[src/rtl/demux_stream_1ton_pkg.sv]
// Shared steering-mode encodings and target decode for the 1-to-N stream demux.
package demux_pkg;

  localparam int unsigned MAX_CH    = 16;
  localparam int unsigned MAX_SEL_W = 4;

  typedef enum logic [1:0] {
    MODE_ADDR  = 2'b00,
    MODE_BCAST = 2'b01,
    MODE_RR    = 2'b10
  } mode_e;

  // Reserved mode 2'b11 decodes as addressed; an out-of-range select yields no target.
  function automatic logic [MAX_CH-1:0] target_vec(
    input logic [1:0]           mode,
    input logic [MAX_SEL_W-1:0] sel,
    input logic [MAX_SEL_W-1:0] rr,
    input int unsigned          n_ch
  );
    logic [MAX_CH-1:0] v;
    v = '0;
    case (mode)
      MODE_BCAST: for (int unsigned i = 0; i < MAX_CH; i++) v[i] = (i < n_ch);
      MODE_RR:    v[rr] = 1'b1;
      default:    if (32'(sel) < n_ch) v[sel] = 1'b1;
    endcase
    return v;
  endfunction

endpackage

[src/rtl/demux_stream_1ton_if.sv]
// Producer stream plus N consumer streams of the 1-to-N demux.
interface demux_stream_1ton_if #(
  parameter int DATA_W = 8,
  parameter int N_CH   = 4,
  parameter int SEL_W  = $clog2(N_CH)
);
  logic [1:0]             mode;
  logic [DATA_W-1:0]      din;
  logic [SEL_W-1:0]       sel;
  logic                   in_valid;
  logic                   in_ready;
  logic [N_CH*DATA_W-1:0] dout;
  logic [N_CH-1:0]        out_valid;
  logic [N_CH-1:0]        out_ready;

  modport master (
    output mode, din, sel, in_valid, out_ready,
    input  in_ready, dout, out_valid
  );

  modport slave (
    input  mode, din, sel, in_valid, out_ready,
    output in_ready, dout, out_valid
  );
endinterface

[src/rtl/demux_stream_1ton_chan_reg.sv]
// One-entry output buffer for a single demux channel; a load wins over a drain.
module demux_chan_reg #(
  parameter int DATA_W = 8
) (
  input  logic              clk,
  input  logic              rst_n,
  input  logic              load,
  input  logic [DATA_W-1:0] din,
  input  logic              ready,
  output logic              valid,
  output logic [DATA_W-1:0] dout
);

  always_ff @(posedge clk or negedge rst_n) begin
    if (!rst_n) begin
      valid <= 1'b0;
      dout  <= '0;
    end else if (load) begin
      valid <= 1'b1;
      dout  <= din;
    end else if (valid && ready) begin
      valid <= 1'b0;
    end
  end

endmodule

[src/rtl/demux_stream_1ton.sv]
// Registered 1-to-N stream demux: addressed, broadcast and round-robin steering.
module demux_stream_1ton
  import demux_pkg::*;
#(
  parameter  int DATA_W = 8,
  parameter  int N_CH   = 4,
  localparam int SEL_W  = $clog2(N_CH)
) (
  input  logic             clk,
  input  logic             rst_n,
  demux_stream_1ton_if.slave bus,
  output logic             err,
  output logic [SEL_W-1:0] rr_ptr
);

  logic [MAX_CH-1:0] tgt_full;
  logic [N_CH-1:0]   tgt;
  logic [N_CH-1:0]   can_take;
  logic [N_CH-1:0]   load;
  logic              oor;
  logic              accept;

  // An out-of-range addressed beat has an empty target set and is always accepted.
  always_comb begin
    tgt_full     = target_vec(bus.mode, MAX_SEL_W'(bus.sel), MAX_SEL_W'(rr_ptr), N_CH);
    tgt          = tgt_full[N_CH-1:0];
    can_take     = ~bus.out_valid | bus.out_ready;
    oor          = (bus.mode != MODE_BCAST) && (bus.mode != MODE_RR) &&
                   (32'(bus.sel) >= N_CH);
    bus.in_ready = oor || ((can_take | ~tgt) == '1);
    accept       = bus.in_valid && bus.in_ready;
    load         = accept ? tgt : '0;
  end

  if (N_CH < MAX_CH) begin : g_unused
    logic unused_tgt_hi;
    assign unused_tgt_hi = |tgt_full[MAX_CH-1:N_CH];
  end

  for (genvar i = 0; i < N_CH; i++) begin : g_ch
    demux_chan_reg #(.DATA_W(DATA_W)) u_chan (
      .clk   (clk),
      .rst_n (rst_n),
      .load  (load[i]),
      .din   (bus.din),
      .ready (bus.out_ready[i]),
      .valid (bus.out_valid[i]),
      .dout  (bus.dout[i*DATA_W +: DATA_W])
    );
  end

  always_ff @(posedge clk or negedge rst_n) begin
    if (!rst_n) begin
      rr_ptr <= '0;
      err    <= 1'b0;
    end else begin
      err <= accept && oor;
      if (accept && (bus.mode == MODE_RR))
        rr_ptr <= (rr_ptr == SEL_W'(N_CH-1)) ? '0 : rr_ptr + 1'b1;
    end
  end

endmodule

[src/flat_wrapper.sv]
// flat-port wrapper written by rule: the top's interface ports become plain ports
module demux_stream_1ton_flat import demux_pkg::*;
#(
  parameter  int DATA_W = 8,
  parameter  int N_CH   = 4,
  localparam int SEL_W  = $clog2(N_CH)
)
  (clk, rst_n, err, rr_ptr, bus_mode, bus_din, bus_sel, bus_in_valid, bus_out_ready, bus_in_ready, bus_dout, bus_out_valid);
  demux_stream_1ton_if #(.DATA_W(DATA_W), .N_CH(N_CH)) bus_i ();
  input  logic clk;
  input  logic rst_n;
  output logic err;
  output logic [SEL_W-1:0] rr_ptr;
  input wire logic [$bits(bus_i.mode)-1:0] bus_mode;
  input wire logic [$bits(bus_i.din)-1:0] bus_din;
  input wire logic [$bits(bus_i.sel)-1:0] bus_sel;
  input wire logic [$bits(bus_i.in_valid)-1:0] bus_in_valid;
  input wire logic [$bits(bus_i.out_ready)-1:0] bus_out_ready;
  output wire logic [$bits(bus_i.in_ready)-1:0] bus_in_ready;
  output wire logic [$bits(bus_i.dout)-1:0] bus_dout;
  output wire logic [$bits(bus_i.out_valid)-1:0] bus_out_valid;
  assign bus_i.mode = bus_mode;
  assign bus_i.din = bus_din;
  assign bus_i.sel = bus_sel;
  assign bus_i.in_valid = bus_in_valid;
  assign bus_i.out_ready = bus_out_ready;
  assign bus_in_ready = bus_i.in_ready;
  assign bus_dout = bus_i.dout;
  assign bus_out_valid = bus_i.out_valid;
  demux_stream_1ton #(.DATA_W(DATA_W), .N_CH(N_CH)) u_core (.clk(clk), .rst_n(rst_n), .bus(bus_i), .err(err), .rr_ptr(rr_ptr));
endmodule
[config.mk]
export PLATFORM = sky130hd
export DESIGN_NAME = demux_stream_1ton_flat
export DESIGN_NICKNAME = d
export VERILOG_FILES = /design/src/rtl/demux_stream_1ton_pkg.sv /design/src/rtl/demux_stream_1ton_if.sv /design/src/rtl/demux_stream_1ton_chan_reg.sv /design/src/rtl/demux_stream_1ton.sv /design/src/flat_wrapper.sv
export SDC_FILE = /design/constraint.sdc
export NUM_CORES = 1
export LEC_CHECK = 0
export CAP_MARGIN = 5
export CORE_ASPECT_RATIO = 0.75
export CORE_MARGIN = 1.5
export CORE_UTILIZATION = 40
export CTS_CLUSTER_DIAMETER = 120
export DETAILED_ROUTE_END_ITERATION = 10
export PLACE_DENSITY = 0.77
export SYNTH_ARGS = -nofsm -noshare
export SYNTH_HDL_FRONTEND = slang
export SYNTH_SLANG_ARGS = --single-unit
[constraint.sdc]
create_clock -name clk -period 3.5 [get_ports clk]
set_input_delay 1.05 -clock clk [delete_from_list [all_inputs] [get_ports clk]]
set_output_delay 1.05 -clock clk [all_outputs]
set_load 0.005 [all_outputs]
==> results of run 1 <==
==> registers in the layout, indices dropped and copies added (netlist names) <==
register and cells:
u_core.rr_ptr 2, u_core.g_ch.u_chan.dout 32, u_core.g_ch.u_chan.valid 4
==> cell families after synthesis <==
logic type / Yosys count / share of synthesized area, %
AO/OA/AOI/OAI: 9 / 5.34
AND/OR/NAND/NOR: 22 / 9.35
other: 1 / 0.211
flip-flops: 38 / 53.4
buffers and inverters: 11 / 4.22
multiplexers: 34 / 23.2
adder cells (fa/ha/maj): 6 / 4.22
==> power by group <==
| part | internal, mW | switching (mW) |
|---|---|---|
| combinational | 0.530 | 0.244 |
| sequential | 0.615 | 0.108 |
| clock | 0.159 | 0.142 |
| total | 1.30 | 0.494 |
==> per-stage QoR <==
| step | setup slack [ps] | setup TNS [ps] |
|---|---|---|
| 2_1_floorplan | 142 | 0 |
| 6_report | 31.0 | 0 |
| 4_1_cts | 69.6 | 0 |
| 5_1_grt | -37.7 | -37.7 |
| 3_5_place_dp | -759 | -4650 |
| 3_3_place_gp | -708 | -1830 |
==> cells in the final DEF (no fill, tap or decap), drive strengths merged, types with 2 or more instances in the layout <==
| cell | n |
|---|---|
| a221oi | 3 |
| a22oi | 3 |
| and3 | 2 |
| buf | 15 |
| clkbuf | 7 |
| clkdlybuf4s50 | 53 |
| dfrtp | 38 |
| dlygate4sd2 | 2 |
| ha | 6 |
| inv | 4 |
| mux2 | 34 |
| nand2 | 8 |
| nand2b | 5 |
| nand3 | 3 |
| nor2 | 2 |
==> final cells by class <==
cell class | instances | area (µm²)
Fill cell | 332 | 1550
Sequential cell | 38 | 951
Multi-Input combinational cell | 72 | 807
Timing Repair Buffer | 70 | 672
Clock buffer | 7 | 86.3
Tap cell | 55 | 68.8
Inverter | 4 | 15.0
Clock inverter | 1 | 5.00
==> how the worst max path moves through the flow <==
stage	cells after the start	endpoint	start
2_1_floorplan	6	bus_in_ready	bus_mode[0]
3_3_place_gp	7	bus_in_ready	bus_mode[0]
3_5_place_dp	7	bus_in_ready	bus_mode[0]
4_1_cts	6	bus_in_ready	bus_mode[1]
5_1_grt	7	bus_in_ready	bus_mode[0]
6_report	7	bus_in_ready	bus_mode[0]
==> timing repair <==
item                       CTS  global route
setup endpoints to repair    1             1
gates resized for setup     16             0
setup buffers                7             2
cloned                       0             0
pin swaps                    4             2
hold buffers                 0             0
==> routing by layer <==
metal  part of all wire, %  vias up  GRT usage, %  wire length (µm)
li1                      -      556             -                 -
met2                    51       45          32.7              2030
met4                   1.2        0          6.65                50
met3                   6.0        5          5.86               240
met1                    42      618          22.0              1690
met5                     0        -             0                 0
==> impl_results.md, run 1 <==
* Top delay family on crit path: buffers and inverters
* Hold Crit Class: flop to flop
* Critical Path Sink Type: output port
* Flops & latches, synth at 38
* Critical path arrival at 2420 ps
* I/O Buffers at 57
* Critical-path cell list: dlygate4sd2_1 > buf_4 > ha_2 > nor2_8 > a221oi_4 > a2111oi_4 > buf_2
* DRC violation count after routing at 0
* Routed len/inst at 16.3 µm
* Worst-Skew Late Latency at about 290 ps
* Slowest cell on crit path: a2111oi_4
* Critical path class: input pin to output port
* Starting DRT DRC Count at between 50 and 60
* Antenna diodes at 0
* Worst slew margin at between 40 and 50%
* Max Fclk at ~290 MHz
* Global Route Usage Sum at 18.6%
* Worst r2r src: u_core.rr_ptr[1]
* Share of layout cells above drive strength 1 at around 37%
* H-Tree Depth at 2
* Final HPWL DP at about 2800 µm
* Die X at roughly 80 µm
* R2r setup slk at ~1000 ps
* Vias in the first global route at between 1000 and 1500
* First-pass GRT wire length at approximately 6600 µm
* Hold EP: u_core.g_ch[1].u_chan.dout[3]
* Leakage at 1.13 nW
* WP data required at around 2500 ps
* Most common library cells after synthesis: dfrtp_1 (38), mux2_2 (26), mux2_4 (8), nand2_1 (8), ha_1 (6)
* Final period util at between 90% and 100%
* Worst-margin pin slew at ~810 ps
* Post-synthesis sequential area ratio at a little over half
* HP Start: u_core.g_ch[1].u_chan.dout[3]
* Fin area at 2610 µm²
* Post-synth ARST share at 100%
* Initial Util at approximately 43%
* IO Pins at 59
* Placed Instances at 230
* CTS tree: done
* Final Setup Violations at 0
* Buf+Inv Stages, Crit Path at 3
* Final Hold Violating Endpoints at 0
* Synth top area share at a little over half
* Count of cell types in the netlist at 23
* Mapped Area at approximately 1800 µm²
* Worst Hold Depth at 1
* Area Growth Syn to Fin at 46.4%
* Fin cells at roughly 250
* Synth area leader: dfrtp_1
* Post-route ant nets at 0
* TritonCTS buffer count at 5
* Placed instance area at approximately 2400 µm²
* Synth warnings at 0
* Vias at about 1200
* Worst reg2reg path endpoint: u_core.g_ch[0].u_chan.dout[3]
* Overflow after GRT at 0
* DRT Pass-1 Iters at 4
* TritonCTS Sinks at 38
* Worst-path clk slew at around 70 ps
* Initial antenna violation count at 0
* Mapped Nets at ~150
* Post-synth EDFFs at 0
* Synth area leaders: dfrtp_1 (53%), mux2_2 (16%), mux2_4 (6.8%)
* Layout Nets at about 220
* Placer congestion estimate at about 0.9
* Die area at 4860 µm²
* Max cap viols at 0
* Clk_skew at about 7 ps
* Routed WL at about 4000 µm
* Worst setup SP type: input pin
* Fin. max-slew vios at 0
* Num rows at 20
* Die height at ~60 µm
* Worst hold slack at 507 ps
* Pwr dens at about 690 nW/µm²
* Pin count of the biggest net entering global routing at 39
* Avg Vias per Cell at approximately 5.0
* Status: complete, no violations
* Worst r2r path cells at 11
* Root Driver: clkbuf_8
* Largest stage delay, worst path at 340 ps
* Core Util, Final at a little over three fifths
* Post-route minimum period at ~3500 ps
* Mean Syn Cell Area at roughly 15 µm²
* Core area at between 4000 and 5000 µm²
* Total power at ~1.8 mW
* Peak VDD IR at between 400 and 500 µV
* Top_reg_cell synth: dfrtp_1
* Clk buf depth at 2
* Syn Inst Count at 121
* Top-count cell post-synth: dfrtp_1
* Max FO, Critical Path at 5
Power figures use the tool's default switching activity.
==> inputs of run 2 (changes only) <==
- TNS_END_PERCENT: not set -> 20
==> results of run 2 <==
No change in the layout: final DEF, timing and power equal those of run 1.
==> inputs of run 3 (changes only) <==
- CORE_MARGIN: 1.5 -> not set
- CORE_UTILIZATION: 40 -> 45
- PLACE_DENSITY: 0.77 -> 0.85
==> impl_results.md, run 3 (synthesis gave the netlist of run 1 again) <==
* Routed WL at 4090 µm
* Die X at ~75 µm
* Area Growth Syn to Fin at 44.4%
* Hold Crit Class: flop to flop
* Num rows at 19
* Overflow after GRT at 0
* Share of layout cells above drive strength 1 at a little over a third
* Max FO, Critical Path at 6
* Clk_skew at roughly 5.2 ps
* Starting DRT DRC Count at 23
* Worst-Skew Late Latency at between 200 and 300 ps
* Critical path arrival at about 2400 ps
* Worst slew margin at 45.4%
* WP data required at ~2500 ps
* Critical Path Sink Type: output port
* DRC violation count after routing at 0
* Final period util at 97.9%
* Final Setup Violations at 0
* Setup TNS at 0 ps
* Routed len/inst at 17.2 µm
* Most flop-heavy register: u_core.g_ch.u_chan.dout
* Final Hold Violating Endpoints at 0
* Top Registers: u_core.g_ch.u_chan.dout: 32 flops, u_core.g_ch.u_chan.valid: 4 flops, u_core.rr_ptr: 2 flops
* H-Tree Depth at 2
* Fin. max-slew vios at 0
* Post-route minimum period at roughly 3400 ps
* Fillers at ~260
* Most common cell after layout, fill and taps aside: clkdlybuf4s50_1
* Vias at 1198
* Die height at about 56 µm
* Fin area at around 2600 µm²
* Placer congestion estimate at between 0.8 and 0.9
* Worst-path clk slew at 80 ps
* Largest register FFs at 32
* IO Pins at roughly 60
* Worst-margin pin slew at roughly 820 ps
* Post-route ant nets at 0
* Worst Hold Depth at 1
* Core area at roughly 3700 µm²
* First-pass GRT wire length at between 6000 and 7000 µm
* Initial antenna violation count at 0
* R2r setup slk at about 1200 ps
* Root Driver: clkbuf_8
* TritonCTS buffer count at 5
* Die area at between 4000 and 5000 µm²
* Peak VDD IR at slightly below 400 µV
* Placed instance area at 2380 µm²
* Vias in the first global route at between 1000 and 1500
* I/O Buffers at 57
* CTS tree: done
* Leakage at ~1.1 nW
* Global Route Usage Sum at around a fifth
* Commonest cells after routing, fill and taps aside: clkdlybuf4s50_1 (52), dfrtp_1 (38), mux2_2 (26)
* Worst setup SP type: input pin
* TritonCTS Sinks at 38
* Max Fclk at about 290 MHz
* Layout Nets at 210
* Critical path class: input pin to output port
* Antenna diodes at 0
* Clk buf depth at 2
* Final HPWL DP at 2780 µm
* Max cap viols at 0
* Initial Util at between 40% and 50%
* Status: complete, no violations
* Avg Vias per Cell at slightly above 5
* DRT Pass-1 Iters at 4
* Worst r2r path cells at 9
* Pin count of the biggest net entering global routing at 39
* Pwr dens at 703 nW/µm²
==> run 3: what timing repair did <==
action / in CTS / in global routing
resized for setup: 14 / 5
pin swaps: 4 / 4
buffers inserted: 4 / 1
hold buffers: 0 / 0
setup endpoints to repair: 1 / 1
==> run 3: path summary, 6_finish.rpt <==
check | from | endpoint
setup / recovery | bus_mode[0] | bus_in_ready
hold / removal | u_core.g_ch[1].u_chan.dout[7] | u_core.g_ch[1].u_chan.dout[7]
setup reg to reg | u_core.rr_ptr[1] | u_core.g_ch[0].u_chan.dout[0]
hold reg to reg | u_core.g_ch[1].u_chan.dout[7] | u_core.g_ch[1].u_chan.dout[7]
max in group asynchronous | rst_n | u_core.g_ch[2].u_chan.dout[1]
min in group asynchronous | rst_n | u_core.g_ch[0].u_chan.valid
==> run 3: power by group <==
part           internal [mW]  switching (mW)  total (mW)
clock network          0.158           0.151       0.309
registers              0.615           0.109       0.724
logic                  0.521           0.252       0.773
total                   1.29           0.512        1.81
==> run 3: area by class of cell <==
| type | instances | area (µm²) | share of cell area (%) |
|---|---|---|---|
| clock buffer | 6 | 82.6 | 3.21 |
| clock inverter | 2 | 12.5 | 0.487 |
| inverter | 4 | 15.0 | 0.585 |
| multi-input combinational | 72 | 815 | 31.7 |
| sequential | 38 | 951 | 37.0 |
| tap | 52 | 65.1 | 2.53 |
| timing repair buffer | 64 | 628 | 24.5 |
==> run 3: per-stage QoR <==
step / cells / power, mW / hold WS, ps / setup WS (ps) / util (%)
after floorplan: 121 / 1.02 / 465 / 142 / -
after global placement: 225 / 1.45 / 487 / -717 / 63.7
after detailed placement: 225 / 1.48 / 494 / -794 / 63.7
after CTS: 237 / 1.81 / 512 / 37.9 / 68.0
after global routing: 238 / 1.92 / 516 / -0.934 / 68.8
final: 238 / 1.81 / 508 / 74.6 / 68.8
==> run 3: per-layer routing <==
metal / up-vias / share of wire [%] / track usage [%]
met3: 8 / 7.5 / 7.90
met2: 56 / 47 / 33.7
li1: 545 / - / -
met5: - / 0 / 0
met4: 0 / 1.7 / 7.28
met1: 589 / 44 / 26.8
==> run 3: critical path: stages <==
cell	delay, ps
clkdlybuf4s15_1	200
inv_2	60
ha_4	280
nor2_8	170
a221oi_4	100
a2111oi_4	350
buf_2	170
==> RTL change, RTL diff (settings of run 2) <==
`N_CH` is set to 4 in 3 places; all go to 8.
--- a/src/rtl/demux_stream_1ton_if.sv
+++ b/src/rtl/demux_stream_1ton_if.sv
@@ -1,7 +1,7 @@
 // Producer stream plus N consumer streams of the 1-to-N demux.
 interface demux_stream_1ton_if #(
   parameter int DATA_W = 8,
-  parameter int N_CH   = 4,
+  parameter int N_CH   = 8,
   parameter int SEL_W  = $clog2(N_CH)
 );
   logic [1:0]             mode;
--- a/src/rtl/demux_stream_1ton.sv
+++ b/src/rtl/demux_stream_1ton.sv
@@ -3,7 +3,7 @@
   import demux_pkg::*;
 #(
   parameter  int DATA_W = 8,
-  parameter  int N_CH   = 4,
+  parameter  int N_CH   = 8,
   localparam int SEL_W  = $clog2(N_CH)
 ) (
   input  logic             clk,
--- a/src/flat_wrapper.sv
+++ b/src/flat_wrapper.sv
@@ -2,7 +2,7 @@
 module demux_stream_1ton_flat import demux_pkg::*;
 #(
   parameter  int DATA_W = 8,
-  parameter  int N_CH   = 4,
+  parameter  int N_CH   = 8,
   localparam int SEL_W  = $clog2(N_CH)
 )
   (clk, rst_n, err, rr_ptr, bus_mode, bus_din, bus_sel, bus_in_valid, bus_out_ready, bus_in_ready, bus_dout, bus_out_valid);
Interface: changed (5 resized); port bits go from 59 to 101. The function was not compared with the original's and may differ.
==> RTL change against run 2 <==
- the flow now finishes with violations (setup timing)
- worst setup slack worse by 0.035 ns
- final cell count increased by 87%
- first-iteration DRC count rose by 34%
- wire length is 100% higher
- utilization decreased by 2.6 points
- total power grew 130%
- combinational power up 110%
- final area up 94%
- sequential cell count increased by 37
- clock power rose to 3.0 times the old value
- synthesized area grew 93%
- critical path type unchanged
- critical endpoint unchanged
- highest routed layer unchanged
==> RTL change: results (changes against run 2) <==
Route
  – Vias/cell: 4.97 (+0.29%)
  – Initial drt markers: 75 (+34%)
  – WL met2: 3.67 mm (+81%)
  – Wl on met1: 3.82 mm (+130%)
  – Avg WL per Cell: 17.6 µm (+8.3%)
  – Routed wl met3: 572 µm (+140%)

STA
  – Setup TNS: -0.00367 ns (-0.00367 ns)
  – Slew @ Worst Pin: 0.956 ns (+0.148 ns)
  – Final setup violation count: 1 (+1)
  – Hold_ws: 0.488 ns (-0.0189 ns)
  – Worst Setup Slack, final: -0.00367 ns (-0.0347 ns)

Layout
  – Max reg flops: 64 (+100%)
  – Layout cells sized above 1: 36.7% (-0.26 points)
  – Ant diodes: 0 (unchanged)
  – Multi-input gate area: 1470 µm² (+82%)
  – Top Registers: u_core.g_ch.u_chan.dout (64), u_core.g_ch.u_chan.valid (8), u_core.rr_ptr (3)
  – Layout net count: 377 (+75%)
  – Layout Cells excl Fill: 462 (+87%)

Clock tree
  – Clock latency on the worst-skew pair: 0.33 ns (+0.04 ns)
  – Reg clk slew, reported paths: 0.05 ns (-0.02 ns)
  – H-tree level count: 3 (+1)
  – Num CTS Buffers: 9 (+4)
  – Postcts setup bufs: 4 (-3)

Yosys
  – Sequential element share of the synthesized area: 54.7% (+1.2 points)
  – Count of cell types in the netlist: 41 (+78%)
  – Adder-Cell Fraction of Synth Area: 1.46% (-2.8 points)
  – Avg Cell Area, Syn: 15.1 µm² (+2.4%)
  – Top cells by area, synth: dfrtp_1 (55%), mux2_2 (14%), mux2_4 (7.0%)
  – Syn nets: 256 (+75%)
  – Most common library cells after synthesis: dfrtp_1 (75), mux2_2 (43), mux2_4 (16)
  – Compound-Gate Fraction of Synth Area: 4.19% (-1.2 points)
  – Multiplexer share of the synthesized area: 23.7% (+0.52 points)

Run status
  – Failing checks: setup timing
  – Run status: complete, but fails checks

Critical path
  – CP max stage delay: 0.27 ns (-0.07 ns)
  – Reg-to-Reg End: u_core.g_ch[2].u_chan.dout[2]
  – R2r worst-path depth: 8 (-3)
  – Slowest CP cell: ha_4
  – Top delay family on crit path: compound AO/OA/AOI/OAI gates
  – CP arrival: 2.45 ns (+0.03 ns)
  – Max FO, Critical Path: 4 (-1)

GRT
  – Largest net degree at the start of global routing: 76 (+95%)
  – Met1 Use GR: 26.2% (+4.2 points)
  – Vias in the first global route: 2377 (+78%)
  – Total GRT Usage: 18.9% (+0.24 points)
  – GR Layer Usage met3: 6.44% (+0.57 points)
  – First-pass GRT wire length: 12.8 mm (+94%)
  – Met2 Use GR: 28.1% (-4.5 points)

Placement
  – Placed inst area: 4650 µm² (+94%)
  – GPL Wtd Cong: 0.850 (-2.9%)
  – Dpl hpwl: 5.72 mm (+110%)
  – Port bufs: 99 (+74%)

Pwr
  – Peak supply drop: 0.000488 V (+22%)
  – NetSw: 1.08 mW (+120%)
  – Seq. pwr: 1.54 mW (+110%)
  – Leak: 2.14 nW (+89%)
  – Register share of total power: 37.8% (-2.4 points)
[RTL change: cell count changes after synthesis, moves of 4 or more]
cell     before  now
dfrtp_1      38   75
mux2_2       26   43
mux2_1        0    8
mux2_4        8   16
nand2_1       8    1
buf_4         5   11
nor2b_1       0    5
nand4_4       0    4
[RTL change: kinds of logic after synthesis]
family	Yosys count
AO/OA/AOI/OAI	16
adder cells (fa/ha/maj)	4
buffers and inverters	24
flip-flops	75
multiplexers	67
other	1
AND/OR/NAND/NOR	41
[RTL change: worst reg2reg max path, stage by stage (launching register included)]
cell       delay (ns)
dfrtp_1          0.51
nand4bb_1        0.28
a22o_4           0.29
o32ai_4          0.27
nor3_4           0.09
buf_4            0.20
and4_1           0.25
buf_12           0.16
mux2_4           0.30
[RTL change: cell type report]
class | instances | area share [%]
clock buffers | 14 | 5.04
clock inverters | 2 | 0.695
inverters | 7 | 0.571
multi-input cells | 129 | 29.1
flip-flops and latches | 75 | 37.2
well taps | 108 | 2.68
repair buffers | 127 | 24.7
